[src/rtl/muldiv_sched.sv]
// rtl/muldiv_sched.sv - shares one multi-cycle mul/div unit between two EX-stage ALU slots
// Fixed priority to slot 0 (older instruction); results held per slot until EX advances.
module muldiv_sched (
  input  logic        clk_i,
  input  logic        rst_i,
  input  logic        flush_i,
  input  logic        ex_advance_i,
  input  logic [1:0]  req_start_i,
  input  logic [1:0]  req_sign_i,
  input  logic [1:0]  req_div_i,
  input  logic [31:0] req_a0_i,
  input  logic [31:0] req_b0_i,
  input  logic [31:0] req_a1_i,
  input  logic [31:0] req_b1_i,
  output logic [1:0]  resp_ready_o,
  output logic [63:0] resp_result0_o,
  output logic [63:0] resp_result1_o,
  output logic        unit_start_o,
  output logic        unit_sign_o,
  output logic        unit_div_o,
  output logic [31:0] unit_a_o,
  output logic [31:0] unit_b_o,
  output logic        unit_cancel_o,
  input  logic        unit_ready_i,
  input  logic [63:0] unit_result_i,
  output logic        busy_o
);

  typedef enum logic {IDLE = 1'b0, BUSY = 1'b1} state_t;

  state_t      state_q, state_d;
  logic        owner_q, owner_d;
  logic        sign_q, sign_d;
  logic        div_q, div_d;
  logic [31:0] a_q, a_d;
  logic [31:0] b_q, b_d;
  logic [1:0]  rvalid_q, rvalid_d;
  logic [63:0] rres0_q, rres0_d;
  logic [63:0] rres1_q, rres1_d;
  logic [1:0]  eligible;

  assign eligible = req_start_i & ~rvalid_q;

  always_comb begin
    state_d  = state_q;
    owner_d  = owner_q;
    sign_d   = sign_q;
    div_d    = div_q;
    a_d      = a_q;
    b_d      = b_q;
    rres0_d  = rres0_q;
    rres1_d  = rres1_q;
    // A completing result is OR-ed in after the advance clear, so it survives it
    rvalid_d = ex_advance_i ? 2'b00 : rvalid_q;

    if (flush_i) begin
      state_d  = IDLE;
      rvalid_d = 2'b00;
    end else begin
      case (state_q)
        IDLE: begin
          if (eligible[0]) begin
            state_d = BUSY;
            owner_d = 1'b0;
            sign_d  = req_sign_i[0];
            div_d   = req_div_i[0];
            a_d     = req_a0_i;
            b_d     = req_b0_i;
          end else if (eligible[1]) begin
            state_d = BUSY;
            owner_d = 1'b1;
            sign_d  = req_sign_i[1];
            div_d   = req_div_i[1];
            a_d     = req_a1_i;
            b_d     = req_b1_i;
          end
        end
        BUSY: begin
          if (unit_ready_i) begin
            state_d = IDLE;
            if (owner_q) begin
              rres1_d     = unit_result_i;
              rvalid_d[1] = 1'b1;
            end else begin
              rres0_d     = unit_result_i;
              rvalid_d[0] = 1'b1;
            end
          end
        end
        default: state_d = IDLE;
      endcase
    end
  end

  always_ff @(posedge clk_i or posedge rst_i) begin
    if (rst_i) begin
      state_q  <= IDLE;
      owner_q  <= 1'b0;
      sign_q   <= 1'b0;
      div_q    <= 1'b0;
      a_q      <= '0;
      b_q      <= '0;
      rvalid_q <= 2'b00;
      rres0_q  <= '0;
      rres1_q  <= '0;
    end else begin
      state_q  <= state_d;
      owner_q  <= owner_d;
      sign_q   <= sign_d;
      div_q    <= div_d;
      a_q      <= a_d;
      b_q      <= b_d;
      rvalid_q <= rvalid_d;
      rres0_q  <= rres0_d;
      rres1_q  <= rres1_d;
    end
  end

  assign busy_o         = (state_q == BUSY);
  assign unit_start_o   = (state_q == BUSY);
  assign unit_sign_o    = sign_q;
  assign unit_div_o     = div_q;
  assign unit_a_o       = a_q;
  assign unit_b_o       = b_q;
  // Cancel must hit the unit in the flush cycle itself so it drops any same-cycle result
  assign unit_cancel_o  = (state_q == BUSY) && flush_i;
  assign resp_ready_o   = rvalid_q;
  assign resp_result0_o = rres0_q;
  assign resp_result1_o = rres1_q;

endmodule

[config.mk]
export PLATFORM = sky130hd
export DESIGN_NAME = muldiv_sched
export DESIGN_NICKNAME = d
export VERILOG_FILES = /design/src/rtl/muldiv_sched.sv
export SDC_FILE = /design/constraint.sdc
export NUM_CORES = 1
export LEC_CHECK = 0
export ABC_CLOCK_PERIOD_IN_PS = 9200
export CORE_AREA = 4 4 155 157
export DETAILED_ROUTE_END_ITERATION = 10
export DIE_AREA = 0 0 159 161
export PLACE_DENSITY = 0.74
export SYNTH_ARGS = -nofsm -noshare
export SYNTH_HDL_FRONTEND = slang
export SYNTH_SLANG_ARGS = --single-unit
[constraint.sdc]
create_clock -name clk_i -period 9.2 [get_ports clk_i]
set_input_delay 0.92 -clock clk_i [delete_from_list [all_inputs] [get_ports clk_i]]
set_output_delay 0.92 -clock clk_i [all_outputs]
set_load 0.03 [all_outputs]
# Word level (Yosys, flattened, before mapping)
# Cells that the tools add are included.
# totals
out_inout_bits	199
word_cells	40
register_bits	198
# op_classes
n_mux	21
reduce_logical	5
bitwise_logic	5
# ops
operator	count
32-bit 2-to-1 mux	4
1-bit 2-to-1 mux	12
2-bit 2-to-1 mux	4
4-bit AND reduction	2
1-bit inverter	3
3-bit AND reduction	1
2-bit AND	1
2-bit inverter	1
1-bit one-hot mux with 2 select lines	1
2-bit nonzero test	1
1-bit logical AND	1

# Depth between registers and ports, before layout
# Gate-level depths: netlist of the first run.
# logic_depth
ltp_word	6
ltp_mapped	5
mapped_depth_nobuf	3

# Worst setup path before layout of the first run
# No wires, ideal clock.
# synth_timing
kind	input to output
startpoint	in flush_i
endpoint	out unit_cancel_o
path_slack_ps	7084
required_time_ps	8280
arrival_time_ps	1196
stages	1
path_cell_list	and2_1
# synth_via
elab_chain_len	1
# synth_rtl
item	line_no	text
start, declared	6	input logic flush_i,
1-bit logical AND	126	assign unit_cancel_o = (state_q == BUSY) && flush_i;
end, declared	23	output logic unit_cancel_o,
# Every way passes these cells.

# Final worst setup path of the first run
# Same ends and word-level chain as after synthesis.

==> results.md, run 1 <==
* Status: finished clean
* Worst Skew at 0.0114 ns
* Vias in the first global route at 6172
* Routed length per instance at 20.0 um
* Worst-skew pair later-pin latency at 0.43 ns
* Top cells by area, synth: dfrtp_1, mux2_2, mux2_4
* Drt drc at 0
* Overall Global Routing Usage at 0.183
* Clock Power Share at 0.184
* Most common cell on crit path: clkdlybuf4s50_1
* Core Rows at 55
* Total core area at 22500 um2
* LEAKAGE at 5.64 nW
* Post-CTS Setup Bufs at 0
* Synth Cell Area at 8470 um2
* Initial antenna violation count at 0
* Initial Util at 0.376
* Crit path time final at 3.26 ns
* Crit-path max cell delay at 0.66 ns
* DRT antenna net count at 0
* Cell variety after synth at 19
* Net count, final at 1102
* CTS Buf Count at 17
* Vias at 5727
* Yosys reg bits at 198
* GRT overflow at 0
* Power Dens Cells at 312 nW/um2
* RSZ-0062 raised after global routing: false
* IO Port Bufs at 401
* Resized cells post-CTS at 0
* Fill cell count at 1800
* EDFF count, synth at 0
* First-pass GRT wire length at 36.5 mm
* Layout Utilization at 0.590
* Synth area leader: dfrtp_1
* Critical path data arrival time at 2.34 ns
* Die extent in x at 159 um
* # IOs at 402
* Largest net degree at the start of global routing at 116
* Synthesized area per cell at 16.8 um2
* Top-area cell type share of the netlist area at 0.585
* Final hold violation count at 0
* Setup TNS Final at 0 ns
* Area growth, synth to finish at 56.8%
* CTS Buffer Depth at 2
* Comb power frac at 0.483
* Crit path launch type: primary input
* Seq pwr share at 0.332
* GPL Wtd Cong at 0.818
* Most used DFF post-synth: dfrtp_1
* Detail-routed via count per cell at 4.78
* Crit path max fanout at 6
* N_diodes at 0
* CTS tree: yes
* CP Cell Sequence: clkdlybuf4s50_1, and2_1, clkdlybuf4s50_1
* F_max at 307 MHz
* TritonRoute pass-1 iters at 6
* Drt total wl at 24.0 mm
* Required time of the critical path at 8.28 ns
* Share of post-route cells with drive strength above 1 at 0.328
* Async S/R FF share, synth at 1.00
* CP Capture Type: output port
* Cell Int Power at 2.55 mW
* Max-cap violations at 0
* Hold_buf cts at 0
* Slowest cell on the critical path: clkdlybuf4s50_1
* WS Path Type: in2out
* Cells after Synth at 504
* DRT iter0 DRCs at 189
* Final Cycle Share at 0.354
* Die height at 161 um
* Net Count, Synth at 707
* Final WS setup at 5.94 ns
* Register area share after synthesis at 0.585
* Slew @ Worst Pin at 1.13 ns
* Switch share at 0.385
* Clock tree sinks at 198
* Clock-pin slew on the worst setup and hold paths at 0.07 ns
* Die area at 25600 um2
* Slew HR at 0.248
* Clock Root Buffer: clkbuf_16
* Final setup violation count at 0
* Hold WC Path Type: reg2reg
* Slew Limit Fails at 0
* Psw at 1.60 mW
* Pre-CTS setup slack at 5.91 ns
* Max rail drop VDD at 0.178 mV
* YS warnings at 0
* H-tree levels at 4
* HPWL Detailed at 17.8 mm
state kept, by name, indices dropped and copies added, names as in the netlist:
signal	cells
busy_o	1
resp_result1_o	64
unit_a_o	32
resp_ready_o	2
unit_div_o	1
resp_result0_o	64
unit_sign_o	1
owner_q	1
unit_b_o	32
cells in the mapped netlist (2+ instances only):
| master | instances |
|---|---|
| a21oi_1 | 2 |
| buf_4 | 6 |
| nand2_1 | 2 |
| dfrtp_1 | 198 |
| buf_2 | 14 |
| buf_6 | 9 |
| nor2_1 | 2 |
| mux2_4 | 69 |
| mux2_2 | 191 |
| nor2b_1 | 2 |
through the flow:
stage | instance area [um2] | hold slack [ns] | power, mW | cells
floorplan | 8470 | 0.505 | 2.48 | 504
global placement | 12700 | 0.486 | 3.39 | 1165
detailed placement | 12700 | 0.491 | 3.42 | 1165
CTS | 13300 | 0.508 | 4.20 | 1197
global route | 13300 | 0.515 | 4.33 | 1197
finish | 13300 | 0.504 | 4.15 | 1197
worst max-delay path: cells and delay by family:
kind                   cells  cell delay, ns
buffers and inverters      2            1.25
AND/OR/NAND/NOR            1            0.16
per-layer routing:
layer | wire [um] | global-route usage | part of all wire | vias to the layer above
li1 | - | - | - | 2595
met1 | 9380 | 0.206 | 0.39 | 2889
met2 | 12400 | 0.328 | 0.52 | 212
met3 | 1610 | 0.0584 | 0.067 | 31
met4 | 561 | 0.0615 | 0.023 | 0
met5 | 0 | 0 | 0 | -
power groups by stage:
stage	registers, mW	clock network (mW)	logic [mW]
floorplan	2.07	0	0.414
global placement	1.38	0	2.00
detailed placement	1.40	0	2.02
CTS	1.38	0.790	2.03
global route	1.42	0.829	2.08
finish	1.38	0.765	2.00
cells by family (layout without fill, tap and decap cells):
| kind of cell | after synthesis | in the layout | share of synthesized area |
|---|---|---|---|
| compound gates | 4 | 4 | 0.00296 |
| buf+inv | 30 | 438 | 0.0260 |
| flops | 198 | 198 | 0.585 |
| mux | 260 | 260 | 0.376 |
| simple gates | 12 | 12 | 0.00975 |
cell type report:
class	instances	area [um2]	area share
clock buffers	18	429	0.0323
clock inverters	14	183	0.0138
inverters	1	11.3	0.000848
multi-input cells	276	3310	0.249
flip-flops and latches	198	4950	0.373
well taps	285	357	0.0268
repair buffers	405	4040	0.304
cell usage in the layout (no fill, tap or decap), drive strengths merged:
master         count
a21o               1
a21oi              2
and2               1
and4bb             1
buf                4
bufinv             1
clkbuf            18
clkdlybuf4s50    401
clkinv             7
clkinvlp           1
dfrtp            198
inv                6
mux2             260
nand2              2
nand2b             1
nand4b             1
nor2               2
nor2b              2
nor3b              1
o21a               1
or2                1
path summary, 6_finish.rpt:
path,start,to,slack [ns],depth (start not counted)
min in group asynchronous,rst_i,resp_result1_o[57]$_DFFE_PP0P_,1.06,2
worst max-delay path,flush_i,unit_cancel_o,5.94,3
worst max register to register,busy_o$_DFF_PP0_,unit_a_o[15]$_DFFE_PP0P_,6.98,4
worst min-delay path,resp_result1_o[6]$_DFFE_PP0P_,resp_result1_o[6]$_DFFE_PP0P_,0.50,1
max in group asynchronous,rst_i,resp_result0_o[15]$_DFFE_PP0P_,6.60,3
worst min register to register,resp_result1_o[6]$_DFFE_PP0P_,resp_result1_o[6]$_DFFE_PP0P_,0.50,1
Note: power is estimated with default switching activity, not from simulation.
==> inputs of run 2 (changes only) <==
- ABC_CLOCK_PERIOD_IN_PS: 9200 -> 3080
- CORE_AREA: 4 4 155 157 -> 4 4 154 156
- DIE_AREA: 0 0 159 161 -> 0 0 158 160
- PLACE_DENSITY: 0.74 -> 0.75
- clock period: 9.2 -> 3.08 ns (I/O delays scaled with it)
==> run 2 against run 1 <==
- clock power rose to 3.0 times the previous value
- cell count grew 0.75%
- first-iteration DRC count decreased by 22%
- design area is 0.98% higher
- clock-buffer cell count unchanged
- critical path depth decreased by 1
- critical endpoint unchanged
==> results.md, run 2 (synthesis results as in run 1) <==
* F_max at 496 MHz
* RSZ-0062 raised after global routing: false
* Area growth, synth to finish at 58.4%
* CP Capture Type: output port
* Largest net degree at the start of global routing at 94 (-19%)
* Max-cap violations at 0 (unchanged)
* Comb power frac at 0.485 (+0.002)
* H-tree levels at 4 (unchanged)
* Crit path launch type: flip-flop
* Slew Limit Fails at 0 (unchanged)
* Core Rows at 55 (unchanged)
* Clock tree sinks at 198 (unchanged)
* Layout Utilization at 0.600 (+0.00945)
* Vias at 5668 (-1.0%)
* Final Cycle Share at 0.655
* Drt total wl at 24.0 mm (+0.13%)
* Clock Root Buffer: clkbuf_16
* WS Path Type: reg2out
* Commonest non-fill, non-tap cell in the layout: clkdlybuf4s50_1
* Share of post-route cells with drive strength above 1 at 0.334 (+0.00584)
* Die extent in x at 158 um (-0.63%)
* # IOs at 402 (unchanged)
* Required time of the critical path at 2.77 ns (-5.51 ns)
* Switch share at 0.383 (-0.00235)
* Routed length per instance at 19.9 um (-0.62%)
* DRT iter0 DRCs at 147 (-22%)
* IO Port Bufs at 401 (unchanged)
* Detail-routed via count per cell at 4.70 (-1.8%)
* Most frequent cells in the layout: clkdlybuf4s50_1, dfrtp_1, mux2_2
* Cell Int Power at 7.63 mW (+200%)
* Power Dens Cells at 922 nW/um2 (+200%)
* First-pass GRT wire length at 36.1 mm (-1.2%)
* Net count, final at 1110 (+0.73%)
* GRT overflow at 0 (unchanged)
* Die height at 160 um (-0.62%)
* Initial Util at 0.379 (+0.00232)
* Die area at 25300 um2 (-1.2%)
* Post-CTS Setup Bufs at 0 (unchanged)
* Clock-pin slew on the worst setup and hold paths at 0.08 ns (about the same)
* Seq pwr share at 0.332 (about the same)
* Worst-skew pair later-pin latency at 0.42 ns (about the same)
* Total core area at 22400 um2 (-0.61%)
* Final setup violation count at 0 (unchanged)
* Setup TNS Final at 0 ns (unchanged)
* Max rail drop VDD at 0.590 mV (+230%)
* Final hold violation count at 0 (unchanged)
* Clock Power Share at 0.183 (about the same)
* Crit path time final at 2.02 ns
* CTS Buffer Depth at 2 (unchanged)
* TritonRoute pass-1 iters at 4 (-2)
* Resized cells post-CTS at 0 (unchanged)
* HPWL Detailed at 18.2 mm (+2.8%)
* CTS Buf Count at 17 (unchanged)
* Worst Skew at 0.0109 ns (-0.000551 ns)
* Vias in the first global route at 6192 (+0.32%)
* Initial antenna violation count at 1 (+1)
* CTS tree: yes
* Hold_ws at 0.142 ns (-0.362 ns)
* Drt drc at 0 (unchanged)
* Crit path max fanout at 7 (+1)
* Hold_buf cts at 0 (unchanged)
* Slew @ Worst Pin at 0.525 ns (-0.603 ns)
* LEAKAGE at 5.71 nW (+1.1%)
* Slew HR at 0.650 (+0.402)
* Overall Global Routing Usage at 0.187 (+0.00408)
* Status: finished clean
* GPL Wtd Cong at 0.817 (-0.18%)
* DRT antenna net count at 0 (unchanged)
* Psw at 4.74 mW (+200%)
* Hold WC Path Type: in2async
* Critical path data arrival time at 1.71 ns (-0.63 ns)
-- run 2: final cells by class --
class / instances / area (um2)
Sequential cell: 198 / 4950
Antenna cell: 1 / 2.50
Fill cell: 1776 / 8950
Tap cell: 285 / 357
Clock buffer: 18 / 429
Timing Repair Buffer: 413 / 4180
Multi-Input combinational cell: 276 / 3310
Inverter: 1 / 7.51
Clock inverter: 14 / 179
-- run 2: power by group through the flow --
stage,clock [mW],sequential [mW],combinational (mW)
after floorplan,0,6.18,1.24
after global placement,0,4.13,6.00
after detailed placement,0,4.16,6.05
after CTS,2.34,4.12,6.07
after global routing,2.45,4.25,6.24
final,2.27,4.11,5.99
-- run 2: routing by layer --
metal,part of all wire,vias to the layer above,global-route usage
met5,0,-,0
met3,0.060,28,0.0455
li1,-,2616,-
met2,0.52,179,0.324
met4,0.023,0,0.0694
met1,0.39,2845,0.223
-- run 2: final timing paths --
kind	startpoint	to	slack (ns)	cells past startpoint
max	busy_o$_DFF_PP0_	unit_cancel_o	1.06	2
min	rst_i	resp_result0_o[57]$_DFFE_PP0P_	0.14	2
max reg2reg	resp_ready_o[0]$_DFF_PP0_	unit_a_o[15]$_DFFE_PP0P_	1.12	4
min reg2reg	resp_result1_o[59]$_DFFE_PP0P_	resp_result1_o[59]$_DFFE_PP0P_	0.51	1
max in group asynchronous	rst_i	resp_result1_o[0]$_DFFE_PP0P_	2.20	3
min in group clk_i	resp_result1_o[59]$_DFFE_PP0P_	resp_result1_o[59]$_DFFE_PP0P_	0.51	1
-- run 2: worst max-delay path, stage by stage (launching register included) --
cell	delay, ns
dfrtp_1	0.47
and2_1	0.16
clkdlybuf4s50_1	0.66
-- run 2: metrics by stage --
| step | setup WS (ns) | instance area, um2 | std cells | power, mW |
|---|---|---|---|---|
| 5_1_grt | 0.995 | 13400 | 1206 | 12.9 |
| 3_5_place_dp | 0.747 | 12800 | 1173 | 10.2 |
| 3_3_place_gp | 0.755 | 12800 | 1173 | 10.1 |
| 6_report | 1.06 | 13400 | 1206 | 12.4 |
| 4_1_cts | 1.04 | 13400 | 1205 | 12.5 |
| 2_1_floorplan | 0.212 | 8470 | 504 | 7.42 |
